### config.mk
export PLATFORM = sky130hd
export DESIGN_NAME = reg_file_dumper_flat
export DESIGN_NICKNAME = d
export VERILOG_FILES = /design/src/rtl/rat_dbg_pkg.sv /design/src/rtl/reg_file_dumper_if.sv /design/src/rtl/reg_file_dumper.sv /design/src/flat_wrapper.sv
export SDC_FILE = /design/constraint.sdc
export NUM_CORES = 1
export LEC_CHECK = 0
export BUFFER_PORTS_ARGS = -buffer_cell sky130_fd_sc_hd__buf_2
export CELL_PAD_IN_SITES_DETAIL_PLACEMENT = 2
export CELL_PAD_IN_SITES_GLOBAL_PLACEMENT = 2
export CORE_MARGIN = 2
export CORE_UTILIZATION = 35
export DETAILED_ROUTE_END_ITERATION = 7
export PLACE_DENSITY_LB_ADDON = 0.1
export SETUP_SLACK_MARGIN = 0.02
export SLEW_MARGIN = 40
export SYNTH_ARGS = -nofsm -noshare
export SYNTH_HDL_FRONTEND = slang
export SYNTH_SLANG_ARGS = --single-unit
### constraint.sdc
create_clock -name clk -period 2.4 [get_ports clk]
set_input_delay 0.12 -clock clk [delete_from_list [all_inputs] [get_ports clk]]
set_output_delay 0.12 -clock clk [all_outputs]
set_load 0.005 [all_outputs]
### src/rtl/rat_dbg_pkg.sv
// rtl/rat_dbg_pkg.sv - shared RAT register file / debug dumper types and default geometry
package rat_dbg_pkg;

   localparam int RAT_NUM_REGS = 32;
   localparam int RAT_ADR_W    = 5;
   localparam int RAT_DATA_W   = 8;

   typedef enum logic [1:0] {
      IDLE  = 2'd0,
      FETCH = 2'd1,
      SEND  = 2'd2,
      CSUM  = 2'd3
   } dump_state_t;

endpackage

### src/rtl/reg_file_dumper_if.sv
// rtl/reg_file_dumper_if.sv - byte stream handshake between the dumper and the transmit path
interface reg_file_dumper_if
   import rat_dbg_pkg::*;
#(
   parameter int ADR_W  = RAT_ADR_W,
   parameter int DATA_W = RAT_DATA_W
);

   logic [DATA_W-1:0] DOUT;
   logic [ADR_W-1:0]  DOUT_ADR;
   logic              DOUT_VALID;
   logic              DOUT_READY;
   logic              DOUT_LAST;

   modport master (
      output DOUT,
      output DOUT_ADR,
      output DOUT_VALID,
      output DOUT_LAST,
      input  DOUT_READY
   );

   modport slave (
      input  DOUT,
      input  DOUT_ADR,
      input  DOUT_VALID,
      input  DOUT_LAST,
      output DOUT_READY
   );

endinterface

### src/rtl/reg_file_dumper.sv
// rtl/reg_file_dumper.sv - walks the RAT register file read port and streams every byte plus an XOR checksum
module reg_file_dumper
   import rat_dbg_pkg::*;
#(
   parameter int NUM_REGS = RAT_NUM_REGS,
   parameter int ADR_W    = RAT_ADR_W,
   parameter int DATA_W   = RAT_DATA_W
) (
   input  logic                clk,
   input  logic                RST_N,
   input  logic                START,
   output logic                BUSY,
   output logic                DONE,
   output logic [ADR_W-1:0]    RD_ADR,
   input  logic [DATA_W-1:0]   RD_DATA,
   reg_file_dumper_if.master   dout
);

   localparam logic [ADR_W-1:0] LAST_ADR = ADR_W'(NUM_REGS - 1);

   dump_state_t       state;
   logic [ADR_W-1:0]  cnt;
   logic [DATA_W-1:0] checksum;
   logic              hs;

   // The read port is asynchronous, so the address must be valid in the same cycle the data is captured.
   assign RD_ADR = cnt;
   assign hs     = dout.DOUT_VALID && dout.DOUT_READY;

   always_ff @(posedge clk or negedge RST_N) begin
      if (!RST_N) begin
         state           <= IDLE;
         cnt             <= '0;
         checksum        <= '0;
         BUSY            <= 1'b0;
         DONE            <= 1'b0;
         dout.DOUT       <= '0;
         dout.DOUT_ADR   <= '0;
         dout.DOUT_VALID <= 1'b0;
         dout.DOUT_LAST  <= 1'b0;
      end else begin
         DONE <= 1'b0;
         case (state)
            IDLE: begin
               if (START) begin
                  cnt      <= '0;
                  checksum <= '0;
                  BUSY     <= 1'b1;
                  state    <= FETCH;
               end
            end
            FETCH: begin
               dout.DOUT       <= RD_DATA;
               dout.DOUT_ADR   <= cnt;
               dout.DOUT_VALID <= 1'b1;
               dout.DOUT_LAST  <= 1'b0;
               state           <= SEND;
            end
            SEND: begin
               if (hs) begin
                  checksum        <= checksum ^ dout.DOUT;
                  dout.DOUT_VALID <= 1'b0;
                  if (cnt == LAST_ADR) begin
                     state <= CSUM;
                  end else begin
                     cnt   <= cnt + 1'b1;
                     state <= FETCH;
                  end
               end
            end
            CSUM: begin
               // VALID is low on entry (cleared by the last SEND handshake), which marks the load cycle.
               if (!dout.DOUT_VALID) begin
                  dout.DOUT       <= checksum;
                  dout.DOUT_ADR   <= '0;
                  dout.DOUT_LAST  <= 1'b1;
                  dout.DOUT_VALID <= 1'b1;
               end else if (dout.DOUT_READY) begin
                  dout.DOUT_VALID <= 1'b0;
                  dout.DOUT_LAST  <= 1'b0;
                  DONE            <= 1'b1;
                  BUSY            <= 1'b0;
                  state           <= IDLE;
               end
            end
            default: state <= IDLE;
         endcase
      end
   end

endmodule

### src/flat_wrapper.sv
// flat-port wrapper written by rule: the top's interface ports become plain ports
module reg_file_dumper_flat import rat_dbg_pkg::*;
#(
   parameter int NUM_REGS = RAT_NUM_REGS,
   parameter int ADR_W    = RAT_ADR_W,
   parameter int DATA_W   = RAT_DATA_W
)
  (clk, RST_N, START, BUSY, DONE, RD_ADR, RD_DATA, dout_DOUT, dout_DOUT_ADR, dout_DOUT_VALID, dout_DOUT_LAST, dout_DOUT_READY);
  reg_file_dumper_if #(.ADR_W(ADR_W), .DATA_W(DATA_W)) dout_i ();
  input  logic clk;
  input  logic RST_N;
  input  logic START;
  output logic BUSY;
  output logic DONE;
  output logic [ADR_W-1:0] RD_ADR;
  input  logic [DATA_W-1:0] RD_DATA;
  output wire logic [$bits(dout_i.DOUT)-1:0] dout_DOUT;
  output wire logic [$bits(dout_i.DOUT_ADR)-1:0] dout_DOUT_ADR;
  output wire logic [$bits(dout_i.DOUT_VALID)-1:0] dout_DOUT_VALID;
  output wire logic [$bits(dout_i.DOUT_LAST)-1:0] dout_DOUT_LAST;
  input wire logic [$bits(dout_i.DOUT_READY)-1:0] dout_DOUT_READY;
  assign dout_DOUT = dout_i.DOUT;
  assign dout_DOUT_ADR = dout_i.DOUT_ADR;
  assign dout_DOUT_VALID = dout_i.DOUT_VALID;
  assign dout_DOUT_LAST = dout_i.DOUT_LAST;
  assign dout_i.DOUT_READY = dout_DOUT_READY;
  reg_file_dumper #(.NUM_REGS(NUM_REGS), .ADR_W(ADR_W), .DATA_W(DATA_W)) u_core (.clk(clk), .RST_N(RST_N), .START(START), .BUSY(BUSY), .DONE(DONE), .RD_ADR(RD_ADR), .RD_DATA(RD_DATA), .dout(dout_i));
endmodule
Yosys cells after proc, flatten, opt, wreduce, memory -nomap -nowiden
Cells that the tools add are included. Widths: inputs -> output; s select.

Bits of input ports: 12. Word-level logic and storage cells: 65. Register bits: 32.

Multiplexer cells: 30. Add/sub/neg operators: 1. Reductions and logical operators: 13. Bitwise operators: 1. Eq/ne operators: 11.

Operators with widths (count): $pmux 8 s2 (2); $mux 8 (3); $mux 5 (4); $pmux 5 s2 (2); $reduce_and 4->1 (3); $mux 1 (10); $mux 2 (5); $ne 2x2->1 const B (4); $pmux 2 s4 (1); $xor 8x8->8 (1); $reduce_and 2->1 (3); $reduce_bool 2->1 (3); $add 5x1->5 const B (1); $eq 5x5->1 const B (1); $eq 2x2->1 const B (2); $ne 2x1->1 const B (2); $pmux 1 s2 (2); $ne 3x3->1 const B (1); $pmux 1 s3 (1); $reduce_and 3->1 (1); $reduce_bool 3->1 (1); $eq 2x1->1 const B (1); $logic_not 2->1 (1); $logic_and 1x1->1 (1).

Depth between registers and ports, before layout
Gate-level depths: netlist (run 1).

Depth in word-level cells: 4. Depth in mapped cells: 6. Depth with buffers taken out: 6.

Worst setup path after synthesis (run 1)
Ideal clock, no wire load.

Path type: reg2reg. Start point: reg u_core.cnt[0] (netlist: u_core.RD_ADR[0]). End point: reg u_core.cnt[1] (netlist: u_core.RD_ADR[1]). Clock period less this slack: 1.692 ns. Setup slack: 0.708 ns. Cell stages (with the launch flop): 7. Buffers on the path: 0. Arrival: 1.612 ns. Required time: 2.321 ns. Cell sequence: dfrtp_1 > ha_1 > and3_1 > ha_1 > nand4b_1 > a21oi_2 > mux2i_1.

Word-level cells in the longest chain between the ends: 4. Elaborated cells between the ends (all ways): 7.

Ends and longest elaborated chain: start: declaration (line reg_file_dumper.sv:22) `logic [ADR_W-1:0] cnt;`; start signal: assignment (line reg_file_dumper.sv:66) `cnt <= cnt + 1'b1;`; $add 5x1->5 (line reg_file_dumper.sv:66); $mux 5 (line reg_file_dumper.sv:63) `if (cnt == LAST_ADR) begin`; $mux 5 (line reg_file_dumper.sv:60) `if (hs) begin`; $pmux 5 s2 (line reg_file_dumper.sv:43) `case (state)`.

Parallel ways exist; a longest one is shown, timed or not. The select of a mux whose other input is x is not followed. A chain may end at the register's enable or synchronous reset.

Worst setup path in the final report (run 1)
Start point: reg u_core.cnt[0] (netlist: u_core.RD_ADR[0]). End point: reg u_core.cnt[4] (netlist: u_core.RD_ADR[4]).

The elaborated chain is that of the path after synthesis.

==> results of run 1 <==
[metrics by stage]
stage / cell area, um^2 / power (mW) / utilization / std cells
finish: 1810 / 2.50 / 0.442 / 234
CTS: 1810 / 2.53 / 0.442 / 234
floorplan: 1510 / 1.62 / - / 150
global placement: 1690 / 1.91 / 0.413 / 225
global route: 1810 / 2.71 / 0.442 / 234
detailed placement: 1690 / 2.01 / 0.413 / 225
[final cells by class]
type / count / area (um^2) / share of cell area
flip-flops and latches: 32 / 801 / 0.443
multi-input cells: 93 / 593 / 0.328
repair buffers: 35 / 183 / 0.101
clock buffers: 6 / 72.6 / 0.0402
well taps: 50 / 62.6 / 0.0346
inverters: 16 / 60.1 / 0.0332
clock inverters: 2 / 35.0 / 0.0194
[worst min-delay path, cell delays in order]
cell	delay, ns
buf_2	0.08
o22ai_1	0.06
a21oi_1	0.11
[power groups by stage]
stage / registers [mW] / logic (mW) / clock network [mW]
finish: 1.05 / 0.942 / 0.504
global route: 1.09 / 1.08 / 0.536
CTS: 1.05 / 0.960 / 0.515
detailed placement: 1.06 / 0.946 / 0
global placement: 1.03 / 0.888 / 0
floorplan: 0.939 / 0.685 / 0
[metal layers]
layer | wire (um) | part of all wire
met5 | 0 | 0
met1 | 1860 | 0.43
met4 | 43 | 0.0098
met2 | 2310 | 0.53
met3 | 156 | 0.036
[placed cells by master (no fill, tap or decap), drive strengths merged, types with 4 or more instances in the layout]
cell    count
a21oi      20
o21ai      13
clkbuf      6
or3         8
nand2b      4
inv        15
a22o        6
buf        34
dfrtp      32
o22ai      16
[state kept, by name (all words and copies together), names as in the netlist]
register	cells
u_core.dout.DOUT_ADR	5
u_core.dout.DOUT_LAST	1
u_core.checksum	8
u_core.dout.DOUT	8
u_core.DONE	1
u_core.BUSY	1
u_core.dout.DOUT_VALID	1
u_core.state	2
u_core.RD_ADR	5
[kinds of logic after synthesis]
kind of cell / after synthesis / share of synthesized area
AO/OA/AOI/OAI: 61 / 0.242
flip-flops: 32 / 0.531
AND/OR/NAND/NOR: 27 / 0.116
buffers and inverters: 25 / 0.0755
multiplexers: 2 / 0.0133
adder cells (fa/ha/maj): 2 / 0.0166
XOR/XNOR: 1 / 0.00581
[what timing repair did]
item                      4_1_cts  5_1_grt
hold endpoints to repair       32        0
hold buffers                    1        0
resized for setup               0        0
[final timing paths]
path	from	end	slack [ns]	cells past startpoint
max in group asynchronous	RST_N	u_core.DONE	1.49	2
worst min register to register	u_core.dout.DOUT_ADR[2]	u_core.dout.DOUT_ADR[2]	0.52	1
worst max-delay path	u_core.RD_ADR[0]	u_core.RD_ADR[4]	0.44	6
worst min-delay path	RD_DATA[1]	u_core.dout.DOUT[1]	0.13	3
min in group asynchronous	RST_N	u_core.dout.DOUT[5]	0.42	2
worst max register to register	u_core.RD_ADR[0]	u_core.RD_ADR[4]	0.44	6
==> flow_summary.yaml, run 1 <==
yosys:
  syn_area_per_cell_um2: 10.1
  syn_inst: 150
  ys_warn_count: 0
  synth_fp_nets: 164
  ys_seq_area_frac: 0.531
  synth_most_common_cell: "dfrtp_1"
  netlist.area_leader.share: 0.531
  synthFlopType: "dfrtp_1"
  synthArstFlopShare: 1.00
  synth_area_mm2: 0.00151
  synth.distinct_cells: 31
  yosysTopAreaCell: "dfrtp_1"
  yosys-top-cells-count: "dfrtp_1 (32), a21oi_1 (19), o22ai_1 (16)"
  synth_edf_count: 0
  synth_seq_cells: 32
  synth_area_leaders: "dfrtp_1 (53%), o22ai_1 (6.6%), a21oi_1 (6.3%)"
setup_path:
  cp-end-kind: "flop"
  worstPathBufferInverterCount: 0
  crit_type: "reg2reg"
  cp_data_required_time_ns: 2.60
  crit_arrival_ns: 2.16
  start_kind: "flop"
  crit_top_cell: "ha_1"
  crit_fanout: 5
  slowest_delay_ns: 0.43
  cp_slowest_cell: "dfrtp_1"
  cp_cell_sequence: "ha_1 -> and3_1 -> ha_1 -> nand4b_1 -> a21oi_2 -> mux2i_1"
  critical-path-top-delay-family: "adder cells"
finish:
  fillCellCount: 451
  nets: 197
  area_growth_pct: 19.8
  drive_gt1_frac: 0.234
  n_antenna_cell: 0
clock_network:
  clk_latency_ns: 0.29
  clk_path_buf_depth: 2
  post_cts_buffers: 0
  htreeDepth: 2
  cts_sinks: 32
  cts-root-buf: "clkbuf_8"
  clk_pin_slew_ns: 0.07
  cts_buffers: 5
  cts_tree: "done"
grt:
  antenna_found_initial: 0
  grt_pass1_wl_um: 7540
  track_usage: 0.198
  grt_busiest_layer: "met2"
  met3_usage: 0.0465
  grt_overflow: 0
  grtUsageMet2: 0.333
  grt_max_degree: 33
  grt_pass1_vias: 1495
  gr-usage-met1: 0.251
sta:
  setup_ws_ns: 0.436
  skew_ns: 0.00942
  period_needed_ns: 1.96
  rsz0062_at_grt: "false"
  finalHoldViolations: 0
  finalCritPeriodShare: 0.818
  worst_pin_slew_ns: 0.737
  clock.fmax_mhz: 509
  maxSlewViolCount: 0
  setup_tns_ns: 0
  setup_viol: 0
  hold_ws_ns: 0.129
  max-slew-margin-rel: 0.509
floorplan:
  dieHeight_um: 69.6
  ioPinCount: 34
  die_w_um: 69.6
  rows: 23
  start_util: 0.369
  core-area_mm2: 0.00409
  dieArea_mm2: 0.00485
run_status:
  outcome: "finished clean"
pwr:
  internal_power_mw: 1.49
  p_leak_nw: 0.880
  clkPwrFrac: 0.202
  switchingPower_mw: 1.01
  ir_drop_v: 0.000678
  swShare: 0.403
  p_seq_frac: 0.421
  comb_power_share: 0.378
  pwr_density_cell_mw_per_mm2: 1380
route:
  routed_via_density: 5.57
  firstDrtPassIters: 4
  drc_errors: 0
  antenna_left: 0
  drt-total-wl_um: 4380
  routed-via-count: 1304
  initialDrtViolationCount: 60
  wl_per_cell_um: 18.7
placement:
  dp_slack_ns: 0.466
  gp_congestion: 0.860
  hpwl_um: 3100
  io_buffers: 33
run:
  maxCapViolations: 0
min_path:
  hp-class: "in2reg"
Power figures use the tool's default switching activity.
==> run 2, diff against run 1 <==
--- a/config.mk
+++ b/config.mk
@@ -9,7 +9,7 @@
 export CELL_PAD_IN_SITES_DETAIL_PLACEMENT = 2
 export CELL_PAD_IN_SITES_GLOBAL_PLACEMENT = 2
 export CORE_MARGIN = 2
-export CORE_UTILIZATION = 35
+export CORE_UTILIZATION = 29
 export DETAILED_ROUTE_END_ITERATION = 7
 export PLACE_DENSITY_LB_ADDON = 0.1
 export SETUP_SLACK_MARGIN = 0.02
==> constraint.sdc (replaced) <==
create_clock -name clk -period 1.8 [get_ports clk]
set_input_delay 0.09 -clock clk [delete_from_list [all_inputs] [get_ports clk]]
set_output_delay 0.09 -clock clk [all_outputs]
set_load 0.005 [all_outputs]
==> run 2 against run 1 <==
  * Combinational power increased by 54%
  * Clock skew shrank 0.0043 ns
  * First-iteration DRC count is the same
  * Maximum frequency grew 15%
  * Register-to-register slack lost 0.34 ns
  * Worst hold slack got worse by 0.025 ns
  * Die area increased by 19%
  * Sequential power is 29% higher
  * Final cell count increased by 13%
  * Critical path type unchanged
  * Largest power group is now combinational logic
==> flow_summary.yaml, run 2 (synthesized netlist as in run 1, its figures left out) <==
grt:
  track_usage: 0.175
  grt_pass1_wl_um: 7980
  grt_max_degree: 33
  antenna_found_initial: 0
  grt_overflow: 0
  grt_pass1_vias: 1558
floorplan:
  core-area_mm2: 0.00507
  rows: 26
  dieArea_mm2: 0.00579
  dieHeight_um: 76.1
  die_w_um: 76.1
  ioPinCount: 34
  start_util: 0.297
route:
  initialDrtViolationCount: 60
  drt-total-wl_um: 4710
  firstDrtPassIters: 4
  antenna_left: 0
  routed-via-count: 1361
  routed_via_density: 5.16
  wl_per_cell_um: 17.8
  drc_errors: 0
sta:
  worst_pin_slew_ns: 0.452
  clock.fmax_mhz: 586
  max-slew-margin-rel: 0.699
  finalCritPeriodShare: 0.948
  setup_viol: 0
  finalHoldViolations: 0
  setup_tns_ns: 0
  maxSlewViolCount: 0
  skew_ns: 0.00513
  period_needed_ns: 1.71
  setup_ws_ns: 0.0932
  rsz0062_at_grt: "false"
min_path:
  hold_depth: 3
  min_to: "u_core.dout.DOUT[1]"
  worstHoldStart: "RD_DATA[1]"
  hp-class: "in2reg"
setup_path:
  regToRegSetupSlack_ns: 0.09
  cp_data_required_time_ns: 2.00
  cp_slowest_cell: "dfrtp_1"
  crit_fanout: 5
  crit_type: "reg2reg"
  reg2reg_from: "u_core.RD_ADR[1]"
  reg2reg_to: "u_core.RD_ADR[1]"
  worstPathBufferInverterCount: 0
  crit_top_cell: "ha_2"
  cp_cell_sequence: "ha_2 -> and3_1 -> ha_2 -> nand4b_1 -> a21oi_4 -> mux2i_1"
  critical-path-top-delay-family: "simple AND/OR/NAND/NOR gates"
  slowest_delay_ns: 0.39
  cp-end-kind: "flop"
  r2r_cells: 6
  crit_arrival_ns: 1.91
  start_kind: "flop"
clock_network:
  clk_pin_slew_ns: 0.06
  clk_latency_ns: 0.28
  cts_sinks: 32
  htreeDepth: 2
  cts_buffers: 5
  cts_tree: "done"
  cts-root-buf: "clkbuf_8"
  clk_path_buf_depth: 2
finish:
  layout_common_cells: "buf_2 (33), dfrtp_1 (32), a21oi_1 (19), o22ai_1 (16), inv_1 (15)"
  reg_top3: "u_core.checksum: 8 flops, u_core.dout.DOUT: 8 flops"
  n_antenna_cell: 0
  fin_util: 0.377
  fin_cells: 264
  drive_gt1_frac: 0.278
  fillCellCount: 593
  layout_commonest_cell: "buf_2"
  seq_area_um2: 801
  multi_input_area_um2: 606
  area_growth_pct: 27.0
  nets: 207
placement:
  dp_slack_ns: 0.00169
  hpwl_um: 3320
  gp_congestion: 0.778
  io_buffers: 33
  dp.cells: 252
pwr:
  ir_drop_v: 0.000576
  p_leak_nw: 0.921
  pwr_density_cell_mw_per_mm2: 1770
run_status:
  outcome: "finished clean"
run:
  maxCapViolations: 0
-- run 2: changes by cell type in the layout (fill, tap and decap cells not counted) --
cell | before | now
clkbuf_1 | 1 | 2
buf_4 | 1 | 10
ha_2 | 0 | 2
a21oi_4 | 0 | 1
bufinv_16 | 1 | 0
buf_12 | 0 | 1
a21oi_2 | 1 | 0
clkbuf_8 | 5 | 6
clkinv_2 | 1 | 0
ha_1 | 2 | 0
-- run 2: where the power goes --
group | switching [mW] | leakage, nW | internal [mW] | total, mW
combinational | 0.789 | 0.464 | 0.663 | 1.45
clock | 0.262 | 0.0455 | 0.312 | 0.574
sequential | 0.333 | 0.411 | 1.02 | 1.35
-- run 2: layout make-up --
cell class	count	area share
Inverter	16	0.0314
Multi-Input combinational cell	93	0.316
Clock buffer	8	0.0471
Tap cell	70	0.0458
Sequential cell	32	0.418
Timing Repair Buffer	45	0.141
-- run 2: what timing repair did --
item                       4_1_cts  5_1_grt
hold endpoints to repair        32        0
buffers inserted                 0        2
setup endpoints to repair        2        3
hold buffers                     1        0
resized for setup                2        1
pin swaps                        1        2
-- run 2: stage by stage --
| stage | power, mW | hold WS (ns) | area [um^2] |
|---|---|---|---|
| 6_report | 3.38 | 0.104 | 1910 |
| 2_1_floorplan | 2.17 | -0.206 | 1510 |
| 3_3_place_gp | 2.67 | 0.200 | 1770 |
| 4_1_cts | 3.40 | 0.0932 | 1880 |
| 3_5_place_dp | 2.79 | 0.206 | 1770 |
| 5_1_grt | 3.70 | 0.116 | 1910 |
-- run 2: worst max path at each step --
stage                           from                to  slack (ns)  cells past startpoint
global route        u_core.RD_ADR[1]  u_core.RD_ADR[1]        0.02                      6
floorplan           u_core.RD_ADR[0]  u_core.RD_ADR[1]        0.11                      6
detailed placement  u_core.RD_ADR[0]  u_core.RD_ADR[1]       0.002                      6
finish              u_core.RD_ADR[1]  u_core.RD_ADR[1]        0.09                      6
CTS                 u_core.RD_ADR[0]  u_core.RD_ADR[1]        0.02                      6
global placement    u_core.RD_ADR[0]  u_core.RD_ADR[4]         0.1                      6
-- run 2: worst reg2reg max path, cell delays in order (launching register included) --
cell and delay [ns]:
dfrtp_1 0.39, ha_2 0.20, and3_1 0.18, ha_2 0.17, nand4b_1 0.22, a21oi_4 0.25
mux2i_1 0.21
-- run 2: layer usage --
metal | wire [um] | track usage
met5 | 0 | 0
met4 | 31 | 0.0436
met3 | 177 | 0.0438
met2 | 2590 | 0.329
met1 | 1900 | 0.196
